**src/rtl/muldiv_unit.sv**
```systemverilog
// Iterative RV32M/RV64M multiply/divide unit.
// Radix-2 shift-add multiply, restoring divide, then one sign-fix cycle.
module muldiv_unit #(
  parameter int WIDTH = 32
) (
  input  logic             clk,
  input  logic             reset,
  input  logic             start,
  input  logic             flush,
  input  logic [2:0]       op,
  input  logic [WIDTH-1:0] a,
  input  logic [WIDTH-1:0] b,
  output logic             busy,
  output logic             done,
  output logic [WIDTH-1:0] result
);

  localparam int CW = $clog2(WIDTH);
  localparam logic [CW-1:0] LAST = CW'(WIDTH - 1);
  localparam logic [WIDTH-1:0] MINV =
    {1'b1, {(WIDTH-1){1'b0}}};

  typedef enum logic [1:0] {
    IDLE,
    CALC,
    FIX
  } state_t;

  state_t           state;
  logic [2:0]       opr;
  logic             sa;
  logic             sb;
  logic             spc;
  logic [WIDTH-1:0] acc;
  logic [WIDTH-1:0] lo;
  logic [WIDTH-1:0] dvs;
  logic [CW-1:0]    cnt;

  logic             a_sgn;
  logic             b_sgn;
  logic             sa_in;
  logic             sb_in;
  logic             dz;
  logic             ovf;
  logic [WIDTH-1:0] ma;
  logic [WIDTH-1:0] mb;
  logic [WIDTH-1:0] spc_res;

  always_comb begin
    a_sgn = (op == 3'b001) || (op == 3'b010) ||
            (op == 3'b100) || (op == 3'b110);
    b_sgn = (op == 3'b001) || (op == 3'b100) ||
            (op == 3'b110);
    sa_in = a_sgn & a[WIDTH-1];
    sb_in = b_sgn & b[WIDTH-1];
    ma    = sa_in ? -a : a;
    mb    = sb_in ? -b : b;
    dz    = op[2] && (b == '0);
    ovf   = op[2] && !op[0] && (a == MINV) && (b == '1);
    spc_res = '0;
    if (dz)
      spc_res = op[1] ? a : '1;
    else if (ovf)
      spc_res = op[1] ? '0 : a;
  end

  logic [WIDTH-1:0] addend;
  logic [WIDTH:0]   sum;
  logic [WIDTH:0]   rs;
  logic [WIDTH:0]   diff;

  always_comb begin
    addend = lo[0] ? dvs : '0;
    sum    = {1'b0, acc} + {1'b0, addend};
    rs     = {acc, lo[WIDTH-1]};
    diff   = rs - {1'b0, dvs};
  end

  logic [2*WIDTH-1:0] prod;
  logic [2*WIDTH-1:0] prodf;
  logic [WIDTH-1:0]   quotf;
  logic [WIDTH-1:0]   remf;
  logic [WIDTH-1:0]   fix_res;

  always_comb begin
    prod  = {acc, lo};
    prodf = (sa ^ sb) ? -prod : prod;
    quotf = (sa ^ sb) ? -lo : lo;
    remf  = sa ? -acc : acc;
    if (spc)
      fix_res = lo;
    else if (opr[2])
      fix_res = opr[1] ? remf : quotf;
    else if (opr[1:0] == 2'b00)
      fix_res = prodf[WIDTH-1:0];
    else
      fix_res = prodf[2*WIDTH-1:WIDTH];
  end

  always_ff @(posedge clk or posedge reset) begin
    if (reset) begin
      state  <= IDLE;
      busy   <= 1'b0;
      done   <= 1'b0;
      result <= '0;
      opr    <= '0;
      sa     <= 1'b0;
      sb     <= 1'b0;
      spc    <= 1'b0;
      acc    <= '0;
      lo     <= '0;
      dvs    <= '0;
      cnt    <= '0;
    end else begin
      done <= 1'b0;
      if (flush) begin
        state <= IDLE;
        busy  <= 1'b0;
      end else begin
        unique case (state)
          IDLE: begin
            if (start) begin
              opr  <= op;
              sa   <= sa_in;
              sb   <= sb_in;
              spc  <= dz | ovf;
              acc  <= '0;
              cnt  <= '0;
              busy <= 1'b1;
              // special cases park their answer in lo
              if (dz | ovf) begin
                lo    <= spc_res;
                state <= FIX;
              end else begin
                lo    <= op[2] ? ma : mb;
                dvs   <= op[2] ? mb : ma;
                state <= CALC;
              end
            end
          end
          CALC: begin
            cnt <= cnt + 1'b1;
            if (opr[2]) begin
              if (!diff[WIDTH]) begin
                acc <= diff[WIDTH-1:0];
                lo  <= {lo[WIDTH-2:0], 1'b1};
              end else begin
                acc <= rs[WIDTH-1:0];
                lo  <= {lo[WIDTH-2:0], 1'b0};
              end
            end else begin
              acc <= sum[WIDTH:1];
              lo  <= {sum[0], lo[WIDTH-1:1]};
            end
            if (cnt == LAST)
              state <= FIX;
          end
          FIX: begin
            result <= fix_res;
            done   <= 1'b1;
            busy   <= 1'b0;
            state  <= IDLE;
          end
          default: state <= IDLE;
        endcase
      end
    end
  end

endmodule
```
**config.mk**
```make
export PLATFORM = sky130hd
export DESIGN_NAME = muldiv_unit
export DESIGN_NICKNAME = d
export VERILOG_FILES = /design/src/rtl/muldiv_unit.sv
export SDC_FILE = /design/constraint.sdc
export NUM_CORES = 1
export LEC_CHECK = 0
export ABC_AREA = 1
export CORE_MARGIN = 1.5
export CORE_UTILIZATION = 55
export CTS_CLUSTER_DIAMETER = 150
export DETAILED_ROUTE_END_ITERATION = 10
export DONT_BUFFER_PORTS = 1
export PLACE_DENSITY = 0.7
export SYNTH_ARGS = -nofsm -noshare
export SYNTH_HDL_FRONTEND = slang
export SYNTH_SLANG_ARGS = --single-unit
```
**constraint.sdc**
```tcl
create_clock -name clk -period 5.3 [get_ports clk]
set_input_delay 1.06 -clock clk [delete_from_list [all_inputs] [get_ports clk]]
set_output_delay 1.06 -clock clk [all_outputs]
set_load 0.02 [all_outputs]
```
==> insert_results.sql <==
INSERT INTO impl_metrics (metric_group, metric, value, unit) VALUES
('sta', 'worst_tran_pin_value', '1220', 'ps'),
('yosys', 'mappedNetlistArea', '19300', 'um2'),
('floorplanning', 'die_x', '190', 'um'),
('routing', 'drt_wl_total', '84800', 'um'),
('cts', 'cts_max_level', '4', ''),
('final_layout', 'final_area', '19900', 'um2'),
('routing', 'routedWlPerCell', '22.0', 'um'),
('setup_path', 'critical_path.startpoint_type', 'flop', ''),
('cts', 'tritoncts', 'built', ''),
('routing', 'detail_route.first_pass.iterations', '7', ''),
('power', 'power_leakage', '10.5', 'nW'),
('sta', 'final_hold_viol_count', '0', ''),
('yosys', 'synth_seq_area_share', '18.6', '%'),
('floorplanning', 'initial_core_util', '55.7', '%'),
('yosys', 'yosysWarnings', '0', ''),
('routing', 'detail_route.iter0.violations', '3155', ''),
('cts', 'cts_hold_buffers', '0', ''),
('final_layout', 'final_net_count', '3530', ''),
('grt', 'globalRoute.totalOverflow', '0', ''),
('placed_design', 'dpl.hpwl', '65700', 'um'),
('floorplanning', 'die_area', '36100', 'um2'),
('power', 'power_density', '573', 'nW/um2'),
('min_path', 'hold_path_class', 'reg2reg', ''),
('final_layout', 'post_route_insts_no_fill', '3854', ''),
('final_layout', 'area_growth', '3.22', '%'),
('grt', 'grt_max_degree', '75', ''),
('placed_design', 'place_worst_setup_slack', '1880', 'ps'),
('placed_design', 'placed_cell_area', '19300', 'um2'),
('yosys', 'synthArstFlopShare', '100', '%'),
('routing', 'drtAntennaViolNets', '0', ''),
('routing', 'drc', '0', ''),
('setup_path', 'timing.critical_path.buf_inv', '2', ''),
('sta', 'max-slew-margin-rel', '18.5', '%'),
('sta', 'rsz0062_at_grt', 'false', ''),
('setup_path', 'reg2reg_depth', '18', ''),
('sta', 'post-route-min-period', '3500', 'ps'),
('setup_path', 'timing.critical_path.slowest_stage_cell', 'sky130_fd_sc_hd__dfrtp_1', ''),
('floorplanning', 'fp-row-count', '68', ''),
('setup_path', 'cp.arrival', '3890', 'ps'),
('routing', 'vias', '24100', ''),
('cts', 'tritoncts.num_buffers', '17', ''),
('cts', 'tritoncts_num_sinks', '143', ''),
('sta', 'aggregate_negative_setup_slack', '0', 'ps'),
('yosys', 'yosys-top-cells-area', 'sky130_fd_sc_hd__nand2_1, sky130_fd_sc_hd__dfrtp_1, sky130_fd_sc_hd__nand3_1', ''),
('grt', 'antenna_found_initial', '1', ''),
('yosys', 'postSynthAreaPerCell', '5.54', 'um2'),
('cts', 'cts.root.buffer_cell', 'sky130_fd_sc_hd__clkbuf_16', ''),
('final_layout', 'drive_gt1_share', '5.09', '%'),
('sta', 'setup_violations', '0', ''),
('setup_path', 'critPathRequiredTime', '5690', 'ps'),
('floorplanning', 'floorplan.io_pins', '105', ''),
('cts', 'clk_pin_slew_worst_paths', '70', 'ps'),
('yosys', 'post_synth_num_cell_types', '57', ''),
('setup_path', 'worst_path_largest_cell_delay', '590', 'ps'),
('outcome', 'run_status', 'completed', ''),
('setup_path', 'crit_family', 'simple AND/OR/NAND/NOR gates', ''),
('yosys', 'top_flip_flop_cell_by_instance_count_after_synthesis', 'sky130_fd_sc_hd__dfrtp_1', ''),
('routing', 'post_drt_via_cell_ratio', '6.26', ''),
('setup_path', 'worst_setup_path_end_kind', 'flop', ''),
('sta', 'finalWorstSetupSlack', '1800', 'ps'),
('final_layout', 'filler_cell_count', '3625', ''),
('setup_path', 'rr_startpoint', 'lo[31]', ''),
('floorplanning', 'die_y', '190', 'um'),
('yosys', 'synth_largest_type_area_fraction', '23.1', '%'),
('yosys', 'ys_top_cells_by_count', 'sky130_fd_sc_hd__nand2_1, sky130_fd_sc_hd__nand3_1, sky130_fd_sc_hd__nor2_1, sky130_fd_sc_hd__inv_1, sky130_fd_sc_hd__a21oi_1', ''),
('cts', 'post_cts_setup_repair_bufs', '0', ''),
('yosys', 'synthDominantAreaCellType', 'sky130_fd_sc_hd__nand2_1', ''),
('setup_path', 'setup.worst_path.start', 'lo[31]', ''),
('final_layout', 'seq_area', '3580', 'um2'),
('setup_path', 'critical_path.reg2reg.endpoint', 'acc[13]', ''),
('yosys', 'synth-seq-cells', '143', '');
## power breakdown
group	total (W)	switching (W)	internal (W)
logic	0.00758	0.00531	0.00227
registers	0.00262	0.00113	0.00149
clock network	0.00119	0.000551	0.000644
## cell families (layout without fill, tap and decap cells)
family,Yosys count,count (layout),synth area share [%]
simple gates,2168,2168,47.7
buf+inv,540,461,11.6
compound gates,495,495,14.6
other cells,0,1,0
xor+xnor,58,58,2.68
flops,143,143,18.6
fa+ha+maj,73,73,4.82
## sequential cells by signal (all words and copies together) (netlist names)
name,cells
lo,32
cnt,5
result,32
state,2
spc,1
busy,1
opr,3
sb,1
sa,1
acc,32
dvs,32
done,1
## cells in the final DEF (no fill, tap or decap), types with 7 or more instances in the layout
cell type and instances:
sky130_fd_sc_hd__o21ai_0 148, sky130_fd_sc_hd__o21bai_1 10, sky130_fd_sc_hd__xor2_1 41, sky130_fd_sc_hd__dfrtp_1 142, sky130_fd_sc_hd__nand2_1 1184, sky130_fd_sc_hd__nor3_1 23, sky130_fd_sc_hd__ha_1 71, sky130_fd_sc_hd__xnor2_1 16
sky130_fd_sc_hd__inv_1 390, sky130_fd_sc_hd__a21oi_1 209, sky130_fd_sc_hd__nand3_2 7, sky130_fd_sc_hd__nor2_2 10, sky130_fd_sc_hd__inv_2 15, sky130_fd_sc_hd__nor2_4 12, sky130_fd_sc_hd__nor2_1 395, sky130_fd_sc_hd__clkbuf_16 17
sky130_fd_sc_hd__o21ai_2 11, sky130_fd_sc_hd__a21oi_2 10, sky130_fd_sc_hd__o211ai_1 15, sky130_fd_sc_hd__nand4_1 43, sky130_fd_sc_hd__buf_4 19, sky130_fd_sc_hd__nand2_2 18, sky130_fd_sc_hd__o22ai_2 13, sky130_fd_sc_hd__o21ai_1 54
sky130_fd_sc_hd__nand3_1 444
## area by class of cell
type	count	area share (%)
Antenna cell	1	0.0126
Clock inverter	13	0.585
Inverter	410	7.80
Tap cell	455	2.86
Sequential cell	143	18.0
Multi-Input combinational cell	2794	67.7
Timing Repair Buffer	20	0.818
Clock buffer	18	2.16
## worst register-to-register path: cells and delay by family, from the launching register on
family	cells	cell delay [ps]
flops	1	590
buf+inv	2	400
simple gates	14	1700
fa+ha+maj	2	740
## through the flow
step	hold WS [ps]	power, W	utilization (%)
6_report	467	0.0114	57.5
3_5_place_dp	460	0.00976	56.0
2_1_floorplan	435	0.00757	-
5_1_grt	495	0.0121	57.5
3_3_place_gp	454	0.00963	56.0
4_1_cts	469	0.0110	57.5
## worst min path at each step
stage                       from  endpoint  slack (ps)  cells after the start
after floorplan           cnt[3]    cnt[3]         430                      1
after global routing      cnt[3]    cnt[3]         500                      1
after detailed placement  cnt[3]    cnt[3]         460                      1
after CTS                 cnt[3]    cnt[3]         470                      1
after global placement    cnt[3]    cnt[3]         450                      1
final                     cnt[3]    cnt[3]         470                      1
## per-layer routing
metal | vias up | track usage, % | routed length, um
met5 | - | 0 | 0
met4 | 0 | 27.7 | 5530
met2 | 1768 | 68.4 | 34700
met1 | 11000 | 60.6 | 32700
li1 | 11000 | - | -
met3 | 334 | 12.5 | 11900
(Power assumes the default switching activity.)
